--- src/rtl/jk_excitation_counter_if.sv ---
// ----------------------------------------------------------------------------
// jk_excitation_counter_if
//   Request/status bundle for jk_excitation_counter.
//   master : drives enable/up/load/load_value, observes count and excitations
//   slave  : the counter itself
//   Signals:
//     enable, up, load, load_value  - step / direction / synchronous load
//     count                         - registered state
//     j_out, k_out                  - toggle-form JK excitations (combinational)
//     tc, wrap, load_err            - terminal count, wrap pulse, bad-load pulse
//     count_gray, gray_j            - only when JK_GRAY_OUT_EN is defined
// ----------------------------------------------------------------------------
interface jk_excitation_counter_if #(
   parameter int unsigned WIDTH = 4
);
   logic             enable;
   logic             up;
   logic             load;
   logic [WIDTH-1:0] load_value;
   logic [WIDTH-1:0] count;
   logic [WIDTH-1:0] j_out;
   logic [WIDTH-1:0] k_out;
   logic             tc;
   logic             wrap;
   logic             load_err;
`ifdef JK_GRAY_OUT_EN
   logic [WIDTH-1:0] count_gray;
   logic [WIDTH-1:0] gray_j;
`endif

   modport master (
      output enable, up, load, load_value,
      input  count, j_out, k_out, tc, wrap, load_err
`ifdef JK_GRAY_OUT_EN
      , input count_gray, gray_j
`endif
   );

   modport slave (
      input  enable, up, load, load_value,
      output count, j_out, k_out, tc, wrap, load_err
`ifdef JK_GRAY_OUT_EN
      , output count_gray, gray_j
`endif
   );
endinterface

--- src/rtl/jk_excitation_counter.sv ---
// ----------------------------------------------------------------------------
// jk_excitation_counter
//   Modulo-MODULO up/down counter whose state bits are only ever updated via
//   J/K excitations computed here from (current state, desired next state).
//   The excitations are exported so an external JK bank can run in lockstep.
//   Ports:
//     clock  - rising-edge clock
//     clear  - asynchronous active-low reset
//     bus    - jk_excitation_counter_if.slave (requests, count, j/k, tc,
//              wrap, load_err)
//   Parameters: WIDTH (state bits), MODULO (2 <= MODULO <= 2**WIDTH)
//   Optional: define JK_GRAY_OUT_EN to add bus.count_gray and bus.gray_j.
// ----------------------------------------------------------------------------
module jk_excitation_counter #(
   parameter int unsigned WIDTH  = 4,
   parameter int unsigned MODULO = 10
) (
   input  logic                   clock,
   input  logic                   clear,
   jk_excitation_counter_if.slave bus
);

   if (MODULO < 2 || 64'(MODULO) > (64'd1 << WIDTH)) begin : g_bad_modulo
      $error("jk_excitation_counter: MODULO must satisfy 2 <= MODULO <= 2**WIDTH");
   end

   localparam logic [WIDTH-1:0] LAST = WIDTH'(MODULO - 1);

   logic [WIDTH-1:0] count_q;
   logic [WIDTH-1:0] next_count;
   logic [WIDTH-1:0] j_c;
   logic [WIDTH-1:0] k_c;
   logic             tc_c;
   logic             load_oob;
   logic             wrap_q;
   logic             load_err_q;

   // Next-state selection: load > enable > hold.
   always_comb begin
      load_oob   = bus.load && (32'(bus.load_value) >= MODULO);
      tc_c       = bus.enable && !bus.load &&
                   ((bus.up && count_q == LAST) || (!bus.up && count_q == '0));
      next_count = count_q;
      if (bus.load) begin
         next_count = load_oob ? '0 : bus.load_value;
      end else if (bus.enable) begin
         if (bus.up) next_count = (count_q == LAST) ? '0 : count_q + 1'b1;
         else        next_count = (count_q == '0) ? LAST : count_q - 1'b1;
      end
   end

   // Toggle-form excitation: J=K=1 where the bit changes, 00 elsewhere.
   // Forced to 0 while clear is asserted so the external bank sees no activity.
   always_comb begin
      j_c = clear ? (count_q ^ next_count) : '0;
      k_c = j_c;
   end

   // Each bit follows the JK characteristic Q+ = J&~Q | ~K&Q.
   always_ff @(posedge clock or negedge clear) begin
      if (!clear) begin
         count_q    <= '0;
         wrap_q     <= 1'b0;
         load_err_q <= 1'b0;
      end else begin
         for (int unsigned i = 0; i < WIDTH; i++) begin
            count_q[i] <= (j_c[i] & ~count_q[i]) | (~k_c[i] & count_q[i]);
         end
         wrap_q     <= tc_c;
         load_err_q <= load_oob;
      end
   end

   assign bus.count    = count_q;
   assign bus.j_out    = j_c;
   assign bus.k_out    = k_c;
   assign bus.tc       = tc_c;
   assign bus.wrap     = wrap_q;
   assign bus.load_err = load_err_q;

`ifdef JK_GRAY_OUT_EN
   logic [WIDTH-1:0] gray_c;
   logic [WIDTH-1:0] gray_next;

   always_comb begin
      gray_c    = count_q ^ (count_q >> 1);
      gray_next = next_count ^ (next_count >> 1);
   end

   assign bus.count_gray = gray_c;
   assign bus.gray_j     = clear ? (gray_c ^ gray_next) : '0;
`endif

endmodule

--- src/flat_wrapper.sv ---
// flat-port wrapper written by rule: the top's interface ports become plain ports
module jk_excitation_counter_flat 
#(
   parameter int unsigned WIDTH  = 4,
   parameter int unsigned MODULO = 10
)
  (clock, clear, bus_enable, bus_up, bus_load, bus_load_value, bus_count, bus_j_out, bus_k_out, bus_tc, bus_wrap, bus_load_err);
  jk_excitation_counter_if #(.WIDTH(WIDTH)) bus_i ();
  input  logic clock;
  input  logic clear;
  input wire logic [$bits(bus_i.enable)-1:0] bus_enable;
  input wire logic [$bits(bus_i.up)-1:0] bus_up;
  input wire logic [$bits(bus_i.load)-1:0] bus_load;
  input wire logic [$bits(bus_i.load_value)-1:0] bus_load_value;
  output wire logic [$bits(bus_i.count)-1:0] bus_count;
  output wire logic [$bits(bus_i.j_out)-1:0] bus_j_out;
  output wire logic [$bits(bus_i.k_out)-1:0] bus_k_out;
  output wire logic [$bits(bus_i.tc)-1:0] bus_tc;
  output wire logic [$bits(bus_i.wrap)-1:0] bus_wrap;
  output wire logic [$bits(bus_i.load_err)-1:0] bus_load_err;
  assign bus_i.enable = bus_enable;
  assign bus_i.up = bus_up;
  assign bus_i.load = bus_load;
  assign bus_i.load_value = bus_load_value;
  assign bus_count = bus_i.count;
  assign bus_j_out = bus_i.j_out;
  assign bus_k_out = bus_i.k_out;
  assign bus_tc = bus_i.tc;
  assign bus_wrap = bus_i.wrap;
  assign bus_load_err = bus_i.load_err;
  jk_excitation_counter #(.WIDTH(WIDTH), .MODULO(MODULO)) u_core (.clock(clock), .clear(clear), .bus(bus_i));
endmodule
--- config.mk ---
export PLATFORM = sky130hd
export DESIGN_NAME = jk_excitation_counter_flat
export DESIGN_NICKNAME = d
export VERILOG_FILES = /design/src/rtl/jk_excitation_counter_if.sv /design/src/rtl/jk_excitation_counter.sv /design/src/flat_wrapper.sv
export SDC_FILE = /design/constraint.sdc
export NUM_CORES = 1
export LEC_CHECK = 0
export ABC_AREA = 1
export CAP_MARGIN = 15
export CORE_MARGIN = 1
export CORE_UTILIZATION = 30
export DETAILED_ROUTE_END_ITERATION = 6
export GPL_TIMING_DRIVEN = 0
export SYNTH_ARGS = -nofsm -noshare
export SYNTH_HDL_FRONTEND = slang
export SYNTH_SLANG_ARGS = --single-unit
--- constraint.sdc ---
create_clock -name clock -period 3.7 [get_ports clock]
set_input_delay 0.37 -clock clock [delete_from_list [all_inputs] [get_ports clock]]
set_output_delay 0.37 -clock clock [all_outputs]
set_load 0.1 [all_outputs]
==> results.yml, run 1 <==
final_layout:
  final_cells: 141
  final_common_cell: "clkdlybuf4s50_1"
  fin_util_pct: 49.2
  final_nets: 130
  drive_gt1_share_pct: 16.4
  antenna_cells: 0
  fillerInstances: 183
  final_cell_mix: "clkdlybuf4s50_1 (23), nand2_1 (20), inv_1 (8), nor2_1 (8), nand3_1 (8)"
  area_delta_synth_final_pct: 49.8
  fin_area_sq_um: 877
logic_synthesis:
  synth-seq-cells: 6
  synth_area_leaders: "dfrtp_1 (26%), nand2_1 (13%), nor2_1 (7.1%)"
  yosysTopAreaCell: "dfrtp_1"
  ys_warn_count: 0
  synth_top_area_share_pct: 25.6
  synth_cell_type_count: 20
  ys_seq_area_share_pct: 25.6
  netlist_area_sq_um: 586
  syn-num-nets: 102
  synth_cells: 90
  synth.avg_cell_area_sq_um: 6.51
sta:
  final_hold_viol_count: 0
  setup_ws_ns: 0.239
  fin_setup_tns_ns: 0
  worst_slew_margin_rel_pct: 34.9
  period_share_pct: 93.6
  setup_viol: 0
  tightest_slew_ns: 0.974
  grt_setup_unrepaired: "no"
  fin_crit_ns: 3.46
  timing.fmax_ghz: 0.289
  skew_ns: 0.00342
  final_max_slew_viol_count: 0
global_routing:
  busiest_layer: "met2"
  grt_usage_pct: 15.3
  overflow: 0
  grt_use_met2_pct: 22.5
  grt_use_met1_pct: 21.3
  grt_pass1_vias: 534
  grt_max_degree: 13
  use_met3_pct: 2.75
  grt_pass1_wl_mm: 2.26
  antenna_found_initial: 0
drt:
  drtIter0Drc: 10
  antenna_left: 0
  viasPerCell: 4.57
  via_count: 645
  routed_wl_mm: 1.42
  drc: 0
  wl_per_cell_um: 10.0
  dr.pass1.iters: 4
power_and_ir_drop:
  ir_worst_vdd_mv: 0.241
  p_per_area_nw_per_um2: 571
  power.leakage_nw: 0.415
placement:
  io_buffers: 23
  dp.cells: 138
  place_hpwl_mm: 1.15
  placed_cell_area_sq_um: 855
  place_congestion: 0.801
  pre_cts_slack_ns: 0.425
die:
  die_h_um: 46.2
  ioPinCount: 24
  die_w_um: 46.2
  start_util_pct: 32.8
  core-area_sq_um: 1780
  die-area_sq_um: 2130
  num_rows: 15
worst_setup_path:
  worstSetupPathType: "register to primary output"
  rrSetupSlack_ns: 2.03
  crit_path_start_kind: "register"
  crit_fanout: 8
  r2r_end: "u_core.bus.count[2]"
  endpoint_kind: "primary output"
  regToRegStartpoint: "u_core.bus.count[0]"
  crit_required_ns: 3.33
  crit_arrival_ns: 3.09
  reg2regPathDepth: 8
clock_network:
  cts_hold_buf: 0
  root_buffer: "clkbuf_4"
  numCtsBuffers: 3
  cts_setup_buffers: 0
  cts-resized-gates: 0
  htreeDepth: 1
  cts_num_sinks: 6
  clk_path_buf_depth: 2
  clk_pin_slew_ns: 0.05
  tritoncts: "yes"
  clock_latency_ns: 0.25
status:
  status: "finished, final reports clean"
hold_path:
  hold_class: "input port to asynchronous set/reset pin"
flow_run:
  maxCapViolCount: 0
## critical path, stage by stage, from the launching register on
cell and delay [ns]:
dfrtp_1 0.47, inv_1 0.21, ha_1 0.23, nor2_1 0.07, nand2_1 0.06, o211ai_1 0.09, o21ai_1 0.13, nand2_1 0.09
xor2_1 0.16, nor2_2 0.10, buf_4 0.11, clkdlybuf4s50_1 1.11
## cell families (layout without fill, tap and decap cells)
| family | Yosys count | in the layout | synth area share [%] |
|---|---|---|---|
| and+or+nand+nor | 46 | 46 | 34.8 |
| xor gates and xnor gates | 2 | 2 | 2.99 |
| adders and majority gates | 3 | 3 | 6.41 |
| buffers and inverters | 18 | 44 | 15.4 |
| DFF | 6 | 6 | 25.6 |
| AOI/OAI and AO/OA | 15 | 15 | 14.7 |
## per-stage QoR
step	power, mW	hold WS (ns)
2_1_floorplan	0.363	0.0744
3_3_place_gp	0.437	0.653
3_5_place_dp	0.440	0.665
4_1_cts	0.503	0.457
5_1_grt	0.527	0.473
6_report	0.500	0.449
## synth_stat cells
cell type  count
buf_6          1
nor2_1        11
nand3_1        8
o21ai_1        4
nand4_1        4
nand2_2        2
xor2_1         2
ha_1           3
clkinv_1       1
inv_1          8
nand3_2        1
o211ai_1       1
a21oi_1        6
a211oi_2       1
dfrtp_1        6
inv_2          4
nand2_1       20
a31oi_1        1
o21ai_0        2
buf_4          4
## where the power goes
part / total [mW] / leakage (nW) / switching, mW / internal [mW]
clock: 0.0631 / 0.0138 / 0.0262 / 0.0369
sequential: 0.0971 / 0.0750 / 0.0201 / 0.0770
combinational: 0.340 / 0.327 / 0.251 / 0.0891
## how the worst max path moves through the flow
stage          slack (ns)  cells past startpoint            to           startpoint
2_1_floorplan        0.04                      9  bus_k_out[1]  u_core.bus.count[0]
5_1_grt              0.07                     11  bus_k_out[1]  u_core.bus.count[0]
3_3_place_gp         0.43                     10  bus_k_out[1]               bus_up
3_5_place_dp         0.43                     10  bus_k_out[1]               bus_up
6_report             0.24                     11  bus_k_out[1]  u_core.bus.count[0]
4_1_cts              0.20                     11  bus_k_out[1]  u_core.bus.count[0]
## layout make-up
cell class | count | area, sq um | share of cell area (%)
clock buffer | 3 | 22.5 | 2.57
timing repair buffer | 23 | 230 | 26.2
multi-input combinational | 66 | 353 | 40.2
sequential | 6 | 150 | 17.1
tap | 25 | 31.3 | 3.57
inverter | 13 | 48.8 | 5.56
buffer | 5 | 41.3 | 4.71
## layer usage
layer,vias up,share of wire [%]
met5,-,0
met4,0,1.4
met3,4,3.5
met2,15,46
met1,280,49
li1,346,-
Power figures use the tool's default switching activity.
==> inputs of run 2 (changes only) <==
--- a/config.mk
+++ b/config.mk
@@ -8,9 +8,11 @@
 export ABC_AREA = 1
 export CAP_MARGIN = 15
 export CORE_MARGIN = 1
-export CORE_UTILIZATION = 30
+export CORE_UTILIZATION = 44
 export DETAILED_ROUTE_END_ITERATION = 6
 export GPL_TIMING_DRIVEN = 0
+export PLACE_DENSITY = 0.83
+export RECOVER_POWER = 50
 export SYNTH_ARGS = -nofsm -noshare
 export SYNTH_HDL_FRONTEND = slang
 export SYNTH_SLANG_ARGS = --single-unit
==> run 2 against run 1 <==
Against the previous run: core utilization up 24 points; non-clock buffer count did not move; routed wire length is 11% higher; highest routed layer unchanged; critical path type unchanged; register-to-register slack better by 0.02 ns; clock-buffer cell count is the same; sequential share of layout area is 0.43 points higher; critical path depth stayed put; clock power is 3% higher; die area shrank 31%; largest cell class unchanged; sequential power up 2.6%.
==> results.yml, run 2 (synthesized netlist as in run 1, its figures left out) <==
global_routing:
  overflow: 0
  antenna_found_initial: 0
  grt_pass1_vias: 627
  grt_max_degree: 13
  grt_pass1_wl_mm: 2.48
  grt_usage_pct: 24.5
clock_network:
  htreeDepth: 1
  clock_latency_ns: 0.25
  clk_path_buf_depth: 2
  cts_setup_buffers: 0
  tritoncts: "yes"
  clk_pin_slew_ns: 0.05
  cts_num_sinks: 6
  cts-resized-gates: 0
  cts_hold_buf: 0
  root_buffer: "clkbuf_4"
  numCtsBuffers: 3
die:
  core-area_sq_um: 1170
  die_w_um: 38.5
  ioPinCount: 24
  die-area_sq_um: 1480
  num_rows: 12
  die_h_um: 38.5
  start_util_pct: 50.0
flow_run:
  maxCapViolCount: 0
worst_setup_path:
  crit_arrival_ns: 3.13
  regToRegStartpoint: "u_core.bus.count[0]"
  crit_required_ns: 3.33
  reg2regPathDepth: 8
  r2r_end: "u_core.bus.count[2]"
  crit_fanout: 8
  crit_path_start_kind: "register"
  worstSetupPathType: "register to primary output"
  rrSetupSlack_ns: 2.05
  endpoint_kind: "primary output"
sta:
  timing.fmax_ghz: 0.286
  setup_viol: 0
  fin_setup_tns_ns: 0
  whs_ns: 0.522
  final_hold_viol_count: 0
  final_max_slew_viol_count: 0
  worst_slew_margin_rel_pct: 35.0
  setup_ws_ns: 0.204
  grt_setup_unrepaired: "no"
  tightest_slew_ns: 0.973
  skew_ns: 0.00707
  period_share_pct: 94.5
  fin_crit_ns: 3.50
drt:
  wl_per_cell_um: 12.1
  drtIter0Drc: 8
  dr.pass1.iters: 4
  via_count: 683
  antenna_left: 0
  drc: 0
  viasPerCell: 5.25
  routed_wl_mm: 1.57
final_layout:
  final_nets: 130
  antenna_cells: 0
  final_cells: 130
  area_delta_synth_final_pct: 46.2
  seqCellArea_sq_um: 150
  final_common_cell: "nand2_1"
  final_cell_mix: "nand2_1 (21), clkdlybuf4s50_1 (20), nand3_1 (9)"
  fillerInstances: 110
  multi_input_area_sq_um: 345
  drive_gt1_share_pct: 14.7
placement:
  place_congestion: 0.780
  pre_cts_slack_ns: 0.367
  io_buffers: 23
  dp.cells: 127
  place_hpwl_mm: 1.19
power_and_ir_drop:
  ir_worst_vdd_mv: 0.400
  power.leakage_nw: 0.418
  p_total_mw: 0.505
  p_per_area_nw_per_um2: 591
status:
  status: "finished, final reports clean"
hold_path:
  hold_class: "input port to asynchronous set/reset pin"
==> run 2: worst max path at each step <==
stage	from	to	slack, ns	cells after the start
finish	u_core.bus.count[0]	bus_k_out[1]	0.20	11
floorplan	u_core.bus.count[0]	bus_k_out[1]	0.04	9
CTS	u_core.bus.count[0]	bus_k_out[1]	0.20	11
global route	u_core.bus.count[0]	bus_k_out[1]	0.05	10
global placement	bus_up	bus_k_out[1]	0.43	10
detailed placement	bus_up	bus_k_out[1]	0.37	10
==> run 2: routing by layer <==
layer  GRT usage [%]  part of all wire [%]  up-vias  wire, um
met2            43.8                    48       23       751
met3            1.74                   4.3        5        67
met4            12.9                   2.0        0        31
met5               0                     0        -         0
met1            28.7                    46      306       719
li1                -                     -      349         -
==> run 2: per-stage QoR <==
step	area, sq um	utilization, %
3_3_place_gp	841	71.8
2_1_floorplan	593	-
4_1_cts	863	73.7
6_report	856	73.1
3_5_place_dp	841	71.8
5_1_grt	856	73.1
==> run 2: final cells by class <==
| type | instances | share of cell area, % |
|---|---|---|
| Buffer | 5 | 4.82 |
| Clock buffer | 3 | 2.63 |
| Inverter | 13 | 5.70 |
| Multi-Input combinational cell | 66 | 40.4 |
| Sequential cell | 6 | 17.5 |
| Tap cell | 14 | 2.05 |
| Timing Repair Buffer | 23 | 26.9 |
==> run 2: power by group <==
| group | internal (mW) | switching, mW | leakage, nW |
|---|---|---|---|
| registers | 0.0768 | 0.0227 | 0.0750 |
| logic | 0.0878 | 0.253 | 0.329 |
| clock network | 0.0370 | 0.0280 | 0.0138 |
==> run 2: critical path, cell delays in order, from the launching register on <==
cell and delay, ns:
dfrtp_1 0.46, inv_1 0.19, ha_1 0.23, nor2_1 0.08
nand2_1 0.07, o211ai_1 0.08, o21ai_1 0.15, nand2_1 0.11
xor2_1 0.17, nor2_2 0.10, buf_4 0.12, clkdlybuf4s50_1 1.12
==> inputs of run 3 (changes only) <==
--- a/config.mk
+++ b/config.mk
@@ -7,7 +7,7 @@
 export LEC_CHECK = 0
 export ABC_AREA = 1
 export CAP_MARGIN = 15
-export CORE_MARGIN = 1
+export CORE_MARGIN = 4
 export CORE_UTILIZATION = 44
 export DETAILED_ROUTE_END_ITERATION = 6
 export GPL_TIMING_DRIVEN = 0
==> run 3 against run 2 <==
Against the previous run: final cell count unchanged; flip-flop and latch count unchanged; combinational power about the same; critical endpoint unchanged; die area up 34%; maximum frequency down 1.3%; non-clock buffer count unchanged; worst hold slack worse by 0.011 ns; first-iteration DRC count rose to 2.5 times the previous value; via count up 4.7%; largest power group unchanged.
==> results.yml, run 3 (synthesized netlist as in run 1, its figures left out) <==
sta:
  worst_slew_margin_rel_pct: 34.7
  final_max_slew_viol_count: 0
  setup_viol: 0
  setup_ws_ns: 0.158
  period_share_pct: 95.7
  fin_crit_ns: 3.54
  grt_setup_unrepaired: "no"
  whs_ns: 0.510
  skew_ns: 0.00479
  final_hold_viol_count: 0
  fin_setup_tns_ns: 0
  tightest_slew_ns: 0.977
  timing.fmax_ghz: 0.282
global_routing:
  grt_use_met1_pct: 21.5
  grt_max_degree: 13
  busiest_layer: "met2"
  use_met3_pct: 6.10
  grt_pass1_wl_mm: 2.69
  overflow: 0
  grt_pass1_vias: 625
  grt_usage_pct: 18.9
  antenna_found_initial: 0
  grt_use_met2_pct: 31.2
clock_network:
  clk_path_buf_depth: 2
  cts-resized-gates: 0
  clk_pin_slew_ns: 0.05
  root_buffer: "clkbuf_4"
  htreeDepth: 1
  numCtsBuffers: 3
  tritoncts: "yes"
  cts_setup_buffers: 0
  cts_hold_buf: 0
  cts_num_sinks: 6
  clock_latency_ns: 0.26
drt:
  wl_per_cell_um: 12.8
  dr.pass1.iters: 4
  antenna_left: 0
  via_count: 715
  drtIter0Drc: 20
  drc: 0
  routed_wl_mm: 1.66
  viasPerCell: 5.50
die:
  num_rows: 12
  core-area_sq_um: 1190
  die-area_sq_um: 1980
  die_h_um: 44.5
  start_util_pct: 49.4
  ioPinCount: 24
  die_w_um: 44.5
final_layout:
  final_cell_mix: "nand2_1 (21), clkdlybuf4s50_1 (20), inv_1 (8), nor2_1 (8), nand3_1 (8)"
  final_common_cell: "nand2_1"
  fin_area_sq_um: 861
  antenna_cells: 0
  drive_gt1_share_pct: 15.5
  area_delta_synth_final_pct: 47.0
  seqCellArea_sq_um: 150
  final_nets: 130
  fillerInstances: 100
  multi_input_area_sq_um: 350
power_and_ir_drop:
  p_total_mw: 0.508
  ir_worst_vdd_mv: 0.411
  power.leakage_nw: 0.418
  p_per_area_nw_per_um2: 590
flow_run:
  maxCapViolCount: 0
worst_setup_path:
  worstSetupPathType: "register to primary output"
  reg2regPathDepth: 8
  endpoint_kind: "primary output"
  crit_path_start_kind: "register"
  crit_fanout: 8
  crit_arrival_ns: 3.17
  crit_required_ns: 3.33
placement:
  io_buffers: 23
  place_hpwl_mm: 1.20
  place_congestion: 0.839
  pre_cts_slack_ns: 0.388
  placed_cell_area_sq_um: 841
status:
  status: "finished, final reports clean"
hold_path:
  hold_class: "input port to asynchronous set/reset pin"
run 3: cell counts in the layout (fill, tap and decap cells not counted):
Identical to the previous run, type by type.
run 3: final timing paths:
check                                     from                         end  slack (ns)
max in group asynchronous                clear         u_core.bus.count[1]        2.86
setup / recovery           u_core.bus.count[0]                bus_k_out[1]        0.16
setup reg to reg           u_core.bus.count[0]         u_core.bus.count[2]        2.01
hold reg to reg            u_core.bus.count[0]         u_core.bus.count[0]        0.66
hold / removal                           clear  asynchronous set/reset pin        0.51
min in group clock         u_core.bus.count[0]         u_core.bus.count[0]        0.66
run 3: power by group:
part	switching, mW	total [mW]	internal [mW]
Clock	0.0290	0.0661	0.0370
Sequential	0.0207	0.0976	0.0769
Combinational	0.256	0.344	0.0882
run 3: cell type report:
type                       count  area share [%]
tap                           14            2.03
inverter                      13            5.67
sequential                     6            17.4
timing repair buffer          23            26.7
multi-input combinational     66            40.7
buffer                         5            4.80
clock buffer                   3            2.62
run 3: metal layers:
metal / wire, um / vias up
li1: - / 345
met1: 689 / 338
met2: 814 / 27
met3: 118 / 5
met4: 37 / 0
met5: 0 / -
run 3: per-stage QoR:
stage	cells	util (%)
2_1_floorplan	90	-
3_3_place_gp	127	70.9
3_5_place_dp	127	70.9
4_1_cts	130	72.8
5_1_grt	130	72.6
6_report	130	72.6
run 3: worst max-delay path: stages (launching register included):
cell,delay (ns)
dfrtp_1,0.47
inv_1,0.19
ha_1,0.23
nor2_1,0.08
nand2_1,0.07
o211ai_1,0.10
o21ai_1,0.17
nand2_1,0.10
xor2_1,0.16
nor2_2,0.11
buf_4,0.11
clkdlybuf4s50_1,1.12
==> variant 1 (config.mk and constraints of run 1) <==
`WIDTH` is set to 4 in 3 places; all go to 5.
--- a/src/rtl/jk_excitation_counter_if.sv
+++ b/src/rtl/jk_excitation_counter_if.sv
@@ -11,7 +11,7 @@
 //     count_gray, gray_j            - only when JK_GRAY_OUT_EN is defined
 // ----------------------------------------------------------------------------
 interface jk_excitation_counter_if #(
-   parameter int unsigned WIDTH = 4
+   parameter int unsigned WIDTH = 5
 );
    logic             enable;
    logic             up;
--- a/src/rtl/jk_excitation_counter.sv
+++ b/src/rtl/jk_excitation_counter.sv
@@ -12,7 +12,7 @@
 //   Optional: define JK_GRAY_OUT_EN to add bus.count_gray and bus.gray_j.
 // ----------------------------------------------------------------------------
 module jk_excitation_counter #(
-   parameter int unsigned WIDTH  = 4,
+   parameter int unsigned WIDTH  = 5,
    parameter int unsigned MODULO = 10
 ) (
    input  logic                   clock,
--- a/src/flat_wrapper.sv
+++ b/src/flat_wrapper.sv
@@ -1,7 +1,7 @@
 // flat-port wrapper written by rule: the top's interface ports become plain ports
 module jk_excitation_counter_flat 
 #(
-   parameter int unsigned WIDTH  = 4,
+   parameter int unsigned WIDTH  = 5,
    parameter int unsigned MODULO = 10
 )
   (clock, clear, bus_enable, bus_up, bus_load, bus_load_value, bus_count, bus_j_out, bus_k_out, bus_tc, bus_wrap, bus_load_err);
Interface: changed (resized bus_count, bus_j_out, bus_k_out and bus_load_value); port bits go from 24 to 28. The function was not compared with the original's and may differ.
==> variant 1 against run 1 <==
Synthesized area rose by 28%. Power fell by 1.5%. Routed wire length up 33%. Non-clock buffer count rose by 7. Synthesized cell count rose by 33%. Fmax decreased by 0.48%. Critical endpoint is now bus_k_out[0]. Via count grew 32%. Die area rose by 26%. Critical path depth unchanged. Worst setup slack got worse by 0.017 ns. Final area is 24% higher. Sequential cell count grew 1. Critical path type unchanged.
==> variant 1: results <==
metrics = {
    "cells_and_area": {
        "nets": 164,
        "drive_above_1_share": 0.167,
        "nMultiInputCombCells": 89,
        "nonClockInverterCount": 15,
        "fillers": 234,
        "seqCellArea_sq_um": 175,
        "signal_buffers": 35,
        "multi_input_area_share": 0.428,
        "n_clock_buffer": 4,
        "seq_cells": 7,
        "buf_share": 0.303,
        "antenna_cells": 0,
        "clkCellAreaFrac": 0.0242,
    },
    "timing": {
        "final.setup_skew_ns": 0.00160,
        "worstMarginPinSlew_ns": 0.976,
    },
    "clock_tree": {
        "clkTransAtPathRegs_ns": 0.05,
        "cts.path.max_buffers": 2,
        "cts_resized": 0,
        "cts_setup_buffers": 0,
    },
    "place": {
        "dp_hpwl_microns": 1520,
        "placed_area_sq_um": 1060,
        "gp_congestion": 0.812,
        "io_buffers": 26,
    },
    "logic_synthesis": {
        "synth_nets": 133,
        "synthMuxAreaShare": 0,
        "synthArstFlopShare": 1.00,
        "synth_xor_area_frac": 0.0352,
        "synth_compound_area_frac": 0.174,
        "synth_fa_ha_area_frac": 0.0503,
        "synthTopCellsByCount": "nand2_1 (27), a21oi_1 (12), inv_1 (12), nand3_1 (12), nor2_1 (12)",
        "yosys-top-cells-area": "dfrtp_1 (23%), nand2_1 (14%), a21oi_1 (8.0%)",
        "synth-seq-area-share": 0.235,
        "ys_types": 23,
    },
    "floorplanning": {
        "tap_cells": 28,
    },
    "critical_path": {
        "r2r.worst_path.cells": 9,
        "r2r_end": "u_core.bus.count[1]",
        "startpoint": "u_core.bus.count[1]",
        "crit_path_max_fanout": 8,
        "setup.worst_path.end": "bus_k_out[0]",
        "cpMaxStageDelayCell": "clkdlybuf4s50_1",
        "path_delay_family": "buffers and inverters",
        "reg2reg_slack_ns": 1.97,
    },
    "global_route": {
        "grt_pass1_wl_microns": 3270,
        "first_global_vias": 828,
        "grt_max_degree": 11,
        "grt_usage": 0.161,
    },
    "detailed_routing": {
        "drt_iter0_drc": 16,
        "routed-via-count": 852,
        "route.detailed.wl_per_inst_microns": 10.6,
    },
    "power": {
        "p_leak_nw": 0.556,
        "ir_worst_vdd_uv": 239,
    },
    "run_status": {
        "status": "finished clean",
    },
}
-- variant 1: where the power goes --
group	leakage, nW	switching, W	total, W	internal, W
registers	0.0892	0.0000115	0.0000962	0.0000846
clock network	0.0150	0.0000265	0.0000676	0.0000410
logic	0.452	0.000241	0.000329	0.0000884
-- variant 1: through the flow --
step | util | setup WS [ns] | cells | hold WS, ns
final | 0.478 | 0.222 | 178 | 0.423
after global routing | 0.478 | 0.0253 | 178 | 0.433
after CTS | 0.476 | 0.138 | 178 | 0.419
after detailed placement | 0.464 | 0.346 | 174 | 0.620
after global placement | 0.464 | 0.362 | 174 | 0.618
after floorplan | - | 0.0391 | 120 | 0.0744
-- variant 1: layer usage --
metal,track usage,share of wire,routed length (microns),vias to the layer above
li1,-,-,-,445
met1,0.201,0.48,903,389
met2,0.269,0.48,897,18
met3,0.0556,0.046,87,0
met4,0.0270,0,0,0
met5,0,0,0,-
